File: src/rtl/pipeline_ctrl_if.sv
// Purpose : bundles the request side and the control outputs of pipeline_ctrl.
// Latency : n/a (wires only).
// Backpressure: rdy_in is the global freeze. flush_req_in is held until flush_ack_out.
//
// Signals (controller view, slave modport):
//   rdy_in, stallreq_in, flush_req_in, cnt_clr_in                  inputs from the core
//   stall_out, flush_out, flush_ack_out, hang_out, stall_cycles_out,
//   flush_count_out                                                outputs to the core
interface pipeline_ctrl_if #(
    parameter int STAGES = 6,
    parameter int CNT_W  = 16
);
    logic              rdy_in;
    logic [STAGES-1:0] stallreq_in;
    logic              flush_req_in;
    logic              cnt_clr_in;
    logic [STAGES-1:0] stall_out;
    logic [STAGES-1:0] flush_out;
    logic              flush_ack_out;
    logic              hang_out;
    logic [CNT_W-1:0]  stall_cycles_out;
    logic [CNT_W-1:0]  flush_count_out;

    // Core side: raises requests and consumes the stall/flush controls.
    modport master (
        output rdy_in, stallreq_in, flush_req_in, cnt_clr_in,
        input  stall_out, flush_out, flush_ack_out, hang_out,
               stall_cycles_out, flush_count_out
    );

    // Controller side.
    modport slave (
        input  rdy_in, stallreq_in, flush_req_in, cnt_clr_in,
        output stall_out, flush_out, flush_ack_out, hang_out,
               stall_cycles_out, flush_count_out
    );
endinterface

File: src/rtl/pipeline_ctrl.sv
// Purpose : pipeline stall/flush controller (stall priority, flush sequencer, watchdog, perf counters).
// Latency : stall_out 0 cycles. flush_out/flush_ack_out 1 cycle after accept. Counters 1 cycle.
// Backpressure: rdy_in=0 stalls every stage and freezes all state. flush_req_in is held by the requester until acked.
//
// Ports: clk_in (rising edge), rst_in (async, active low).
//        bus is pipeline_ctrl_if.slave; see the interface file for the signal list.
module pipeline_ctrl #(
    parameter int STAGES      = 6,
    parameter int FLUSH_STAGE = 3,
    parameter int FLUSH_LEN   = 1,
    parameter int WDOG_LIMIT  = 1024,
    parameter int CNT_W       = 16
) (
    input  logic                clk_in,
    input  logic                rst_in,
    pipeline_ctrl_if.slave      bus
);

    localparam int LEN_W = (FLUSH_LEN > 1) ? $clog2(FLUSH_LEN) : 1;

    // Stages younger than the branch-resolving stage; these are squashed by a flush.
    localparam logic [STAGES-1:0] FLUSH_BITS =
        {{(STAGES-FLUSH_STAGE){1'b0}}, {FLUSH_STAGE{1'b1}}};

    typedef enum logic {IDLE, FLUSH} state_t;

    state_t            state_q, state_nxt;
    logic [LEN_W-1:0]  len_q, len_nxt;      // remaining flush cycles minus one
    logic              first_q, first_nxt;  // ack not yet given for this flush
    logic              accept;
    logic              blocked;
    logic [STAGES-1:0] req_masked;
    logic [STAGES-1:0] stall_therm;
    logic [STAGES-1:0] stall;
    logic              stalled;
    logic              hang;
    logic [CNT_W-1:0]  stall_cnt_q;
    logic [CNT_W-1:0]  flush_cnt_q;

    // Older stages than the flushing stage must drain first, so any request above
    // FLUSH_STAGE holds the flush off. A request at FLUSH_STAGE does not.
    assign blocked = |bus.stallreq_in[STAGES-1:FLUSH_STAGE+1];

    // Stall priority: the oldest requesting stage stalls itself and every younger
    // stage behind it. During FLUSH the younger stages are being squashed, so
    // their requests are meaningless and are masked off.
    always_comb begin
        logic acc;
        req_masked  = bus.stallreq_in & ((state_q == FLUSH) ? ~FLUSH_BITS : {STAGES{1'b1}});
        stall_therm = '0;
        acc         = 1'b0;
        for (int i = STAGES-1; i >= 0; i--) begin
            acc            = acc | req_masked[i];
            stall_therm[i] = acc;
        end
        if (!rst_in) begin
            stall = '0;
        end else if (!bus.rdy_in) begin
            stall = {STAGES{1'b1}};
        end else begin
            stall = stall_therm;
        end
    end

    assign stalled = bus.rdy_in && (stall != '0);

    // Flush sequencer: next-state and outputs.
    always_comb begin
        state_nxt         = state_q;
        len_nxt           = len_q;
        first_nxt         = first_q;
        accept            = 1'b0;
        bus.flush_out     = '0;
        bus.flush_ack_out = 1'b0;

        if (state_q == FLUSH && bus.rdy_in) begin
            bus.flush_out     = FLUSH_BITS;
            bus.flush_ack_out = first_q;
        end

        // Nothing advances while the pipeline is frozen; a frozen FLUSH cycle
        // does not consume flush length.
        if (bus.rdy_in) begin
            case (state_q)
                IDLE: begin
                    if (bus.flush_req_in && !blocked) begin
                        accept    = 1'b1;
                        state_nxt = FLUSH;
                        len_nxt   = LEN_W'(FLUSH_LEN - 1);
                        first_nxt = 1'b1;
                    end
                end
                FLUSH: begin
                    first_nxt = 1'b0;
                    if (len_q == '0) begin
                        state_nxt = IDLE;
                    end else begin
                        len_nxt = len_q - LEN_W'(1);
                    end
                end
                default: state_nxt = IDLE;
            endcase
        end
    end

    always_ff @(posedge clk_in or negedge rst_in) begin
        if (!rst_in) begin
            state_q <= IDLE;
            len_q   <= '0;
            first_q <= 1'b0;
        end else begin
            state_q <= state_nxt;
            len_q   <= len_nxt;
            first_q <= first_nxt;
        end
    end

    // Stall watchdog: counts consecutive stalled active cycles, saturating at the
    // limit. hang is set on the cycle the count reaches the limit and is visible
    // on the following cycle; only reset clears it.
    generate
        if (WDOG_LIMIT > 0) begin : g_wdog
            localparam int RUN_W = $clog2(WDOG_LIMIT + 1);
            localparam logic [RUN_W-1:0] RUN_LIM = RUN_W'(WDOG_LIMIT);

            logic [RUN_W-1:0] run_q;
            logic [RUN_W-1:0] run_nxt;
            logic             hang_q;

            always_comb begin
                run_nxt = '0;
                if (stalled) begin
                    run_nxt = (run_q == RUN_LIM) ? run_q : run_q + RUN_W'(1);
                end
            end

            always_ff @(posedge clk_in or negedge rst_in) begin
                if (!rst_in) begin
                    run_q  <= '0;
                    hang_q <= 1'b0;
                end else if (bus.rdy_in) begin
                    run_q <= run_nxt;
                    if (run_nxt == RUN_LIM) begin
                        hang_q <= 1'b1;
                    end
                end
            end

            assign hang = hang_q;
        end else begin : g_no_wdog
            assign hang = 1'b0;
        end
    endgenerate

    // Performance counters. Clear wins over increment.
    always_ff @(posedge clk_in or negedge rst_in) begin
        if (!rst_in) begin
            stall_cnt_q <= '0;
            flush_cnt_q <= '0;
        end else if (bus.cnt_clr_in) begin
            stall_cnt_q <= '0;
            flush_cnt_q <= '0;
        end else begin
            if (stalled && (stall_cnt_q != {CNT_W{1'b1}})) begin
                stall_cnt_q <= stall_cnt_q + CNT_W'(1);
            end
            if (accept) begin
                flush_cnt_q <= flush_cnt_q + CNT_W'(1);
            end
        end
    end

    assign bus.stall_out        = stall;
    assign bus.hang_out         = hang;
    assign bus.stall_cycles_out = stall_cnt_q;
    assign bus.flush_count_out  = flush_cnt_q;

endmodule

File: src/flat_wrapper.sv
// flat-port wrapper written by rule: the top's interface ports become plain ports
module pipeline_ctrl_flat 
#(
    parameter int STAGES      = 6,
    parameter int FLUSH_STAGE = 3,
    parameter int FLUSH_LEN   = 1,
    parameter int WDOG_LIMIT  = 1024,
    parameter int CNT_W       = 16
)
  (clk_in, rst_in, bus_rdy_in, bus_stallreq_in, bus_flush_req_in, bus_cnt_clr_in, bus_stall_out, bus_flush_out, bus_flush_ack_out, bus_hang_out, bus_stall_cycles_out, bus_flush_count_out);
  pipeline_ctrl_if #(.STAGES(STAGES), .CNT_W(CNT_W)) bus_i ();
  input  logic clk_in;
  input  logic rst_in;
  input wire logic [$bits(bus_i.rdy_in)-1:0] bus_rdy_in;
  input wire logic [$bits(bus_i.stallreq_in)-1:0] bus_stallreq_in;
  input wire logic [$bits(bus_i.flush_req_in)-1:0] bus_flush_req_in;
  input wire logic [$bits(bus_i.cnt_clr_in)-1:0] bus_cnt_clr_in;
  output wire logic [$bits(bus_i.stall_out)-1:0] bus_stall_out;
  output wire logic [$bits(bus_i.flush_out)-1:0] bus_flush_out;
  output wire logic [$bits(bus_i.flush_ack_out)-1:0] bus_flush_ack_out;
  output wire logic [$bits(bus_i.hang_out)-1:0] bus_hang_out;
  output wire logic [$bits(bus_i.stall_cycles_out)-1:0] bus_stall_cycles_out;
  output wire logic [$bits(bus_i.flush_count_out)-1:0] bus_flush_count_out;
  assign bus_i.rdy_in = bus_rdy_in;
  assign bus_i.stallreq_in = bus_stallreq_in;
  assign bus_i.flush_req_in = bus_flush_req_in;
  assign bus_i.cnt_clr_in = bus_cnt_clr_in;
  assign bus_stall_out = bus_i.stall_out;
  assign bus_flush_out = bus_i.flush_out;
  assign bus_flush_ack_out = bus_i.flush_ack_out;
  assign bus_hang_out = bus_i.hang_out;
  assign bus_stall_cycles_out = bus_i.stall_cycles_out;
  assign bus_flush_count_out = bus_i.flush_count_out;
  pipeline_ctrl #(.STAGES(STAGES), .FLUSH_STAGE(FLUSH_STAGE), .FLUSH_LEN(FLUSH_LEN), .WDOG_LIMIT(WDOG_LIMIT), .CNT_W(CNT_W)) u_core (.clk_in(clk_in), .rst_in(rst_in), .bus(bus_i));
endmodule
File: config.mk
export PLATFORM = sky130hd
export DESIGN_NAME = pipeline_ctrl_flat
export DESIGN_NICKNAME = d
export VERILOG_FILES = /design/src/rtl/pipeline_ctrl_if.sv /design/src/rtl/pipeline_ctrl.sv /design/src/flat_wrapper.sv
export SDC_FILE = /design/constraint.sdc
export NUM_CORES = 1
export LEC_CHECK = 0
export ABC_AREA = 0
export ABC_CLOCK_PERIOD_IN_PS = 2000
export CAP_MARGIN = 10
export CORE_UTILIZATION = 35
export CTS_BUF_LIST = sky130_fd_sc_hd__clkbuf_4 sky130_fd_sc_hd__clkbuf_8
export DETAILED_ROUTE_END_ITERATION = 10
export PLACE_DENSITY_LB_ADDON = 0.15
export SYNTH_ARGS = -nofsm -noshare
export SYNTH_HDL_FRONTEND = slang
export SYNTH_SLANG_ARGS = --single-unit
File: constraint.sdc
create_clock -name clk_in -period 2 [get_ports clk_in]
set_input_delay 0.2 -clock clk_in [delete_from_list [all_inputs] [get_ports clk_in]]
set_output_delay 0.2 -clock clk_in [all_outputs]
set_load 0.03 [all_outputs]
==> results.md, run 1 <==
- Outcome: completed
- Fillers: 698
- RD Place Congestion: 0.804
- Leading area contributor after synthesis: dfrtp_1
- CTS root buf: clkbuf_8
- Vias/cell: 5.07
- Die Height: between 90 and 100 um
- Setup Skew: 0.0116 ns
- Met1 usage: between 20% and 30%
- Most common flop cell mapped by yosys: dfrtp_1
- Period utilization: a little over nine tenths
- Yosys reg bits: 46
- Max-slew violations: 0
- Wire per inst: 13.9 um
- First-pass GRT wire length: ~12000 um
- CTS tree: yes
- Crit end category: flop
- Starting DRT DRC Count: 89
- Core Area: 0.00737 mm^2
- Area growth syn-to-layout: 37.0%
- Top Usage Layer GRT: met2
- CTS buffer count: 5
- Worst-path clk slew: 0.09 ns
- GR met3 Demand/Resource: under 10%
- Leakage Power: 1.59 nW
- Crit path time final: 1.94 ns
- Top cells by area, synth: dfrtp_1 42%, nor2_1 4.0%, xor2_1 3.5%
- Sequential fraction of the synthesis area: 42.4%
- Cell variety after synth: 58
- Largest net degree at the start of global routing: 25
- All-Layer GR Usage: 17.7%
- Initial Utilization: 36.9%
- CP Launch Type: flop
- Reg2reg start: u_core.bus.stall_cycles_out[7]
- Clock Path Buffers: 2
- CP Data Required Time: roughly 2.2 ns
- Via count: approximately 2500
- Number of synthesis warnings: 0
- Pwr Density: 532 mW/mm^2
- FP Rows: 31
- Synth Instances: 297
- Critical Setup Path Class: reg -> reg
- Hold wc startpoint: u_core.bus.hang_out
- Htree depth: 2
- Worst-Skew Late Latency: 0.30 ns
- Initial antenna violation count: 0
- WP data arrival: 2.13 ns
- Grt total ovfl: 0
- Maxcap violations: 0
- Number of synthesized flops with an enable pin: 0
- ANT nets after route: 0
- M2 GR Usage: a little under 30%
- Boundary Pins: 57
- Post-DP HPWL: 5090 um
- Fin util: between 50% and 60%
- Async set-reset flop share out of synthesis: 100%
- NumNets Final: 399
- Worst Setup SP: u_core.bus.stall_cycles_out[7]
- DRC viols: 0
- Clock Sinks: 46
- Drt pass-1 iters: 4
- # setup viols final: 0
- Final hold vios: 0
- Antenna diode count: 0
- Die W: 90.1 um
- Commonest non-fill, non-tap cell in the layout: buf_4
- Total wire length: 6740 um
- RSZ-0062 raised after global routing: false
- Commonest non-fill, non-tap cells in the layout: 46 x buf_4, 42 x dfrtp_1, 41 x clkdlybuf4s50_1
- Top cell type's share of synthesized area: a little over two fifths
- CP Max Fanout: 5
- Max Clk Rate: 517 MHz
- Synth Area per Inst: 9.15 um^2
- Vias in the first global route: between 2000 and 2500
- Peak supply drop: approximately 0.32 mV
- HP Class: reg -> reg
- Die area: 0.00812 mm^2
- Layout cells sized above 1: 22.1%
- Power Total: a little under 0.002 W
- Post-Syn Area: 0.00272 mm^2
- Port Buffers: 53
==> timing repair <==
action                                  in CTS  in global routing
hold endpoints to repair                    14                  0
buffers inserted                             0                  1
pin swaps                                    0                  1
endpoints found under the setup margin       5                 10
hold buffers                                 1                  0
gates resized for setup                      6                  8
==> routing by layer <==
layer | routed length [um] | vias up
met4 | 65 | 0
met1 | 3250 | 1174
met2 | 3170 | 44
li1 | - | 1228
met3 | 260 | 7
met5 | 0 | -
==> where the power goes <==
part / switching (W) / internal, W
logic: 0.000164 / 0.000115
registers: 0.0000244 / 0.000952
clock network: 0.000324 / 0.000402
total: 0.000513 / 0.00147
==> path summary, 6_finish.rpt <==
path	end	slack, ns	cells past startpoint
setup / recovery	u_core.bus.stall_cycles_out[5]	0.06	6
hold / removal	u_core.bus.hang_out	0.48	1
hold reg to reg	u_core.bus.hang_out	0.48	1
max in group asynchronous	u_core.bus.flush_count_out[1]	1.22	3
min in group asynchronous	u_core.bus.stall_cycles_out[7]	0.49	3
setup reg to reg	u_core.bus.stall_cycles_out[5]	0.06	6
==> cell usage after synthesis, types with 7 or more instances <==
cell type / instances
nand2_1: 22
dfrtp_1: 46
or3_1: 8
nand3_1: 15
inv_1: 11
a21oi_1: 18
xnor2_1: 7
nor2_1: 29
o31ai_1: 7
clkbuf_1: 9
and2_1: 8
and3_1: 7
xor2_1: 11
o21ai_0: 18
==> flip-flops by register name, indices dropped and copies added, names as in the netlist <==
register / count
u_core.bus.flush_count_out: 16
u_core.bus.hang_out: 1
u_core.bus.stall_cycles_out: 16
u_core.first_q: 1
u_core.g_wdog.run_q: 11
u_core.state_q: 1
==> layout make-up <==
class | count | area (um^2) | share of cell area [%]
clock inverter | 1 | 30.0 | 0.807
inverter | 11 | 41.3 | 1.11
timing repair buffer | 95 | 820 | 22.0
sequential | 46 | 1160 | 31.1
multi-input combinational | 225 | 1470 | 39.4
tap | 99 | 124 | 3.33
clock buffer | 7 | 83.8 | 2.25
==> cell families (layout without fill, tap and decap cells) <==
kind of cell | Yosys count | in the layout | synth area share, %
fa+ha+maj | 4 | 4 | 1.84
flops | 46 | 46 | 42.4
simple gates | 132 | 132 | 28.4
xor+xnor | 18 | 18 | 5.80
buf+inv | 28 | 114 | 4.93
compound gates | 66 | 66 | 15.6
mux | 2 | 2 | 0.921
other cells | 1 | 3 | 0.138
==> worst max-delay path, stage by stage, from the launching register on <==
cell	delay (ns)
dfrtp_2	0.38
nand4_2	0.13
or4_4	0.53
nor4_4	0.26
buf_4	0.19
nor4_2	0.05
mux2_4	0.29
==> through the flow <==
| stage | setup TNS, ns | worst slack [ns] | std cells | hold WS, ns | cell area (um^2) |
|---|---|---|---|---|---|
| 2_1_floorplan | 0 | 0.0191 | 299 | -0.0956 | 2730 |
| 3_3_place_gp | -4.52 | -0.349 | 474 | 0.286 | 3570 |
| 3_5_place_dp | -5.93 | -0.373 | 474 | 0.285 | 3570 |
| 4_1_cts | -0.0788 | -0.0788 | 483 | 0.488 | 3700 |
| 5_1_grt | 0 | 0.00868 | 484 | 0.500 | 3720 |
| 6_report | 0 | 0.0641 | 484 | 0.479 | 3720 |
Power figures use the tool's default switching activity.
==> inputs of run 2 (changes only) <==
--- a/config.mk
+++ b/config.mk
@@ -11,6 +11,7 @@
 export CORE_UTILIZATION = 35
 export CTS_BUF_LIST = sky130_fd_sc_hd__clkbuf_4 sky130_fd_sc_hd__clkbuf_8
 export DETAILED_ROUTE_END_ITERATION = 10
+export GPL_ROUTABILITY_DRIVEN = 0
 export PLACE_DENSITY_LB_ADDON = 0.15
 export SYNTH_ARGS = -nofsm -noshare
 export SYNTH_HDL_FRONTEND = slang
==> constraint.sdc (replaced) <==
create_clock -name clk_in -period 2 [get_ports clk_in]
set_input_delay 0.3 -clock clk_in [delete_from_list [all_inputs] [get_ports clk_in]]
set_output_delay 0.3 -clock clk_in [all_outputs]
set_load 0.03 [all_outputs]
==> results.md, run 2 (same netlist as run 1, synthesis figures left out) <==
- Cell area after placement: 0.00351 mm^2
- FP Rows: 31
- Fillers: between 700 and 800
- R2R depth: 6
- Die Height: approximately 90 um
- Port Buffers: 53
- Outcome: completed
- CTS buffer count: 5
- Worst-Skew Late Latency: 0.30 ns
- R2R Setup Slk: between 0.06 and 0.07 ns
- CP Launch Type: flop
- Vias in the first global route: ~2400
- Critical Setup Path Class: reg -> reg
- Commonest non-fill, non-tap cells in the layout: 41 x buf_4, 41 x dfrtp_1, 38 x clkdlybuf4s50_1
- Area growth syn-to-layout: 36.2%
- Drt pass-1 iters: 4
- Antenna diode count: 0
- Core Area: 0.00737 mm^2
- Clock Path Buffers: 2
- Max layer used: met4
- DRC viols: 0
- Die area: 0.00812 mm^2
- Vias/cell: roughly 5.2
- ANT nets after route: 0
- Reg2reg start: u_core.bus.stall_cycles_out[11]
- CP max-delay cell: or4_4
- Crit path time final: 1.93 ns
- Layout cells sized above 1: 22.6%
- Met2 WL post-DR: 3170 um
- Worst-path clk slew: 0.09 ns
- Grt total ovfl: 0
- # setup viols final: 0
- Post-route cell area: around 0.0037 mm^2
- Critical path destination: u_core.bus.stall_cycles_out[5]
- RR Endpoint: u_core.bus.stall_cycles_out[5]
- Maxcap violations: 0
- Total wire length: 6700 um
- Worst Setup SP: u_core.bus.stall_cycles_out[11]
- Wire per inst: 14.0 um
- Delay-heaviest family, CP: simple AND/OR/NAND/NOR gates
- WP depth: 6
- Pwr Density: 513 mW/mm^2
- Boundary Pins: 57
- Crit end category: flop
- NumNets Final: 395
- CTS tree: yes
- First-pass GRT wire length: 11500 um
- WP data arrival: 2.13 ns
- Peak supply drop: about 0.22 mV
- All-Layer GR Usage: 17.4%
- Post-DP HPWL: 4850 um
- Period utilization: a little over nine tenths
- CTS root buf: clkbuf_8
- Max-slew violations: 0
- Setup Skew: 0.00896 ns
- Met1 WL: about 3200 um
- CP Data Required Time: 2.20 ns
- Max Clk Rate: 517 MHz
- Starting DRT DRC Count: 110
- HP Class: in -> async
- Die W: around 90 um
- Via count: 2480
- Largest stage delay, worst path: slightly below 0.6 ns
- Leakage Power: 1.58 nW
- DR WL met3: 278 um
- CP Max Fanout: 5
- Hold WS: between 0.03 and 0.04 ns
- Initial antenna violation count: 0
- Htree depth: 2
- Clock Sinks: 46
- Final hold vios: 0
- CP Buf/Inv Count: 2
- Cells along the critical path: inv_2, or4_4, nor4_4, buf_4, nor4_2, mux2_4
- Initial Utilization: 36.9%
- Largest net degree at the start of global routing: 31
[run 2: cell count changes in the layout (fill, tap and decap cells not counted), sizes merged]
cell           delta
clkinv            +1
buf               -1
clkdlybuf4s50     -3
clkbuf            -2
dlygate4sd2       +1
dlymetal6s2s      +1
bufinv            -1
[run 2: worst min path at each step]
stage	start	to	slack, ns
2_1_floorplan	rst_in	u_core.bus.flush_count_out[0]	0.004
3_3_place_gp	rst_in	u_core.g_wdog.run_q[6]	0.15
3_5_place_dp	rst_in	u_core.g_wdog.run_q[6]	0.15
4_1_cts	rst_in	u_core.g_wdog.run_q[3]	0.03
5_1_grt	rst_in	u_core.g_wdog.run_q[9]	0.04
6_report	rst_in	u_core.g_wdog.run_q[7]	0.04
[run 2: per-stage QoR]
stage               util, %   TNS [ns]  power [W]  std cells  setup slack [ns]
floorplan                 -          0    0.00114        299            0.0191
global route           50.2  -0.000150    0.00201        480         -0.000150
CTS                    49.3     -0.182    0.00193        476            -0.182
global placement       47.7     -11.56    0.00127        466            -0.519
finish                 50.2          0    0.00190        480            0.0669
detailed placement     47.7     -11.79    0.00127        466            -0.531
[run 2: cell type report]
type | count | area (um^2) | share of cell area, %
Inverter | 11 | 41.3 | 1.12
Timing Repair Buffer | 91 | 790 | 21.3
Clock buffer | 7 | 96.3 | 2.60
Clock inverter | 1 | 8.76 | 0.237
Multi-Input combinational cell | 225 | 1480 | 40.1
Sequential cell | 46 | 1160 | 31.3
Tap cell | 99 | 124 | 3.35
[run 2: repair_timing]
action / CTS / global route
hold buffers: 1 / 0
setup buffers: 1 / 4
resized for setup: 19 / 13
pin swaps: 1 / 4
hold endpoints to repair: 1 / 0
setup endpoints to repair: 10 / 16
gates cloned: 0 / 0
[run 2: per-layer routing]
metal | vias up | track usage [%]
li1 | 1220 | -
met1 | 1200 | 23.7
met2 | 53 | 28.2
met3 | 7 | 3.38
met4 | 0 | 4.17
met5 | - | 0
[run 2: power breakdown]
group,internal (W),switching (W),leakage (nW)
sequential,0.000952,0.0000235,0.628
combinational,0.000114,0.000164,0.894
clock,0.000317,0.000326,0.0544
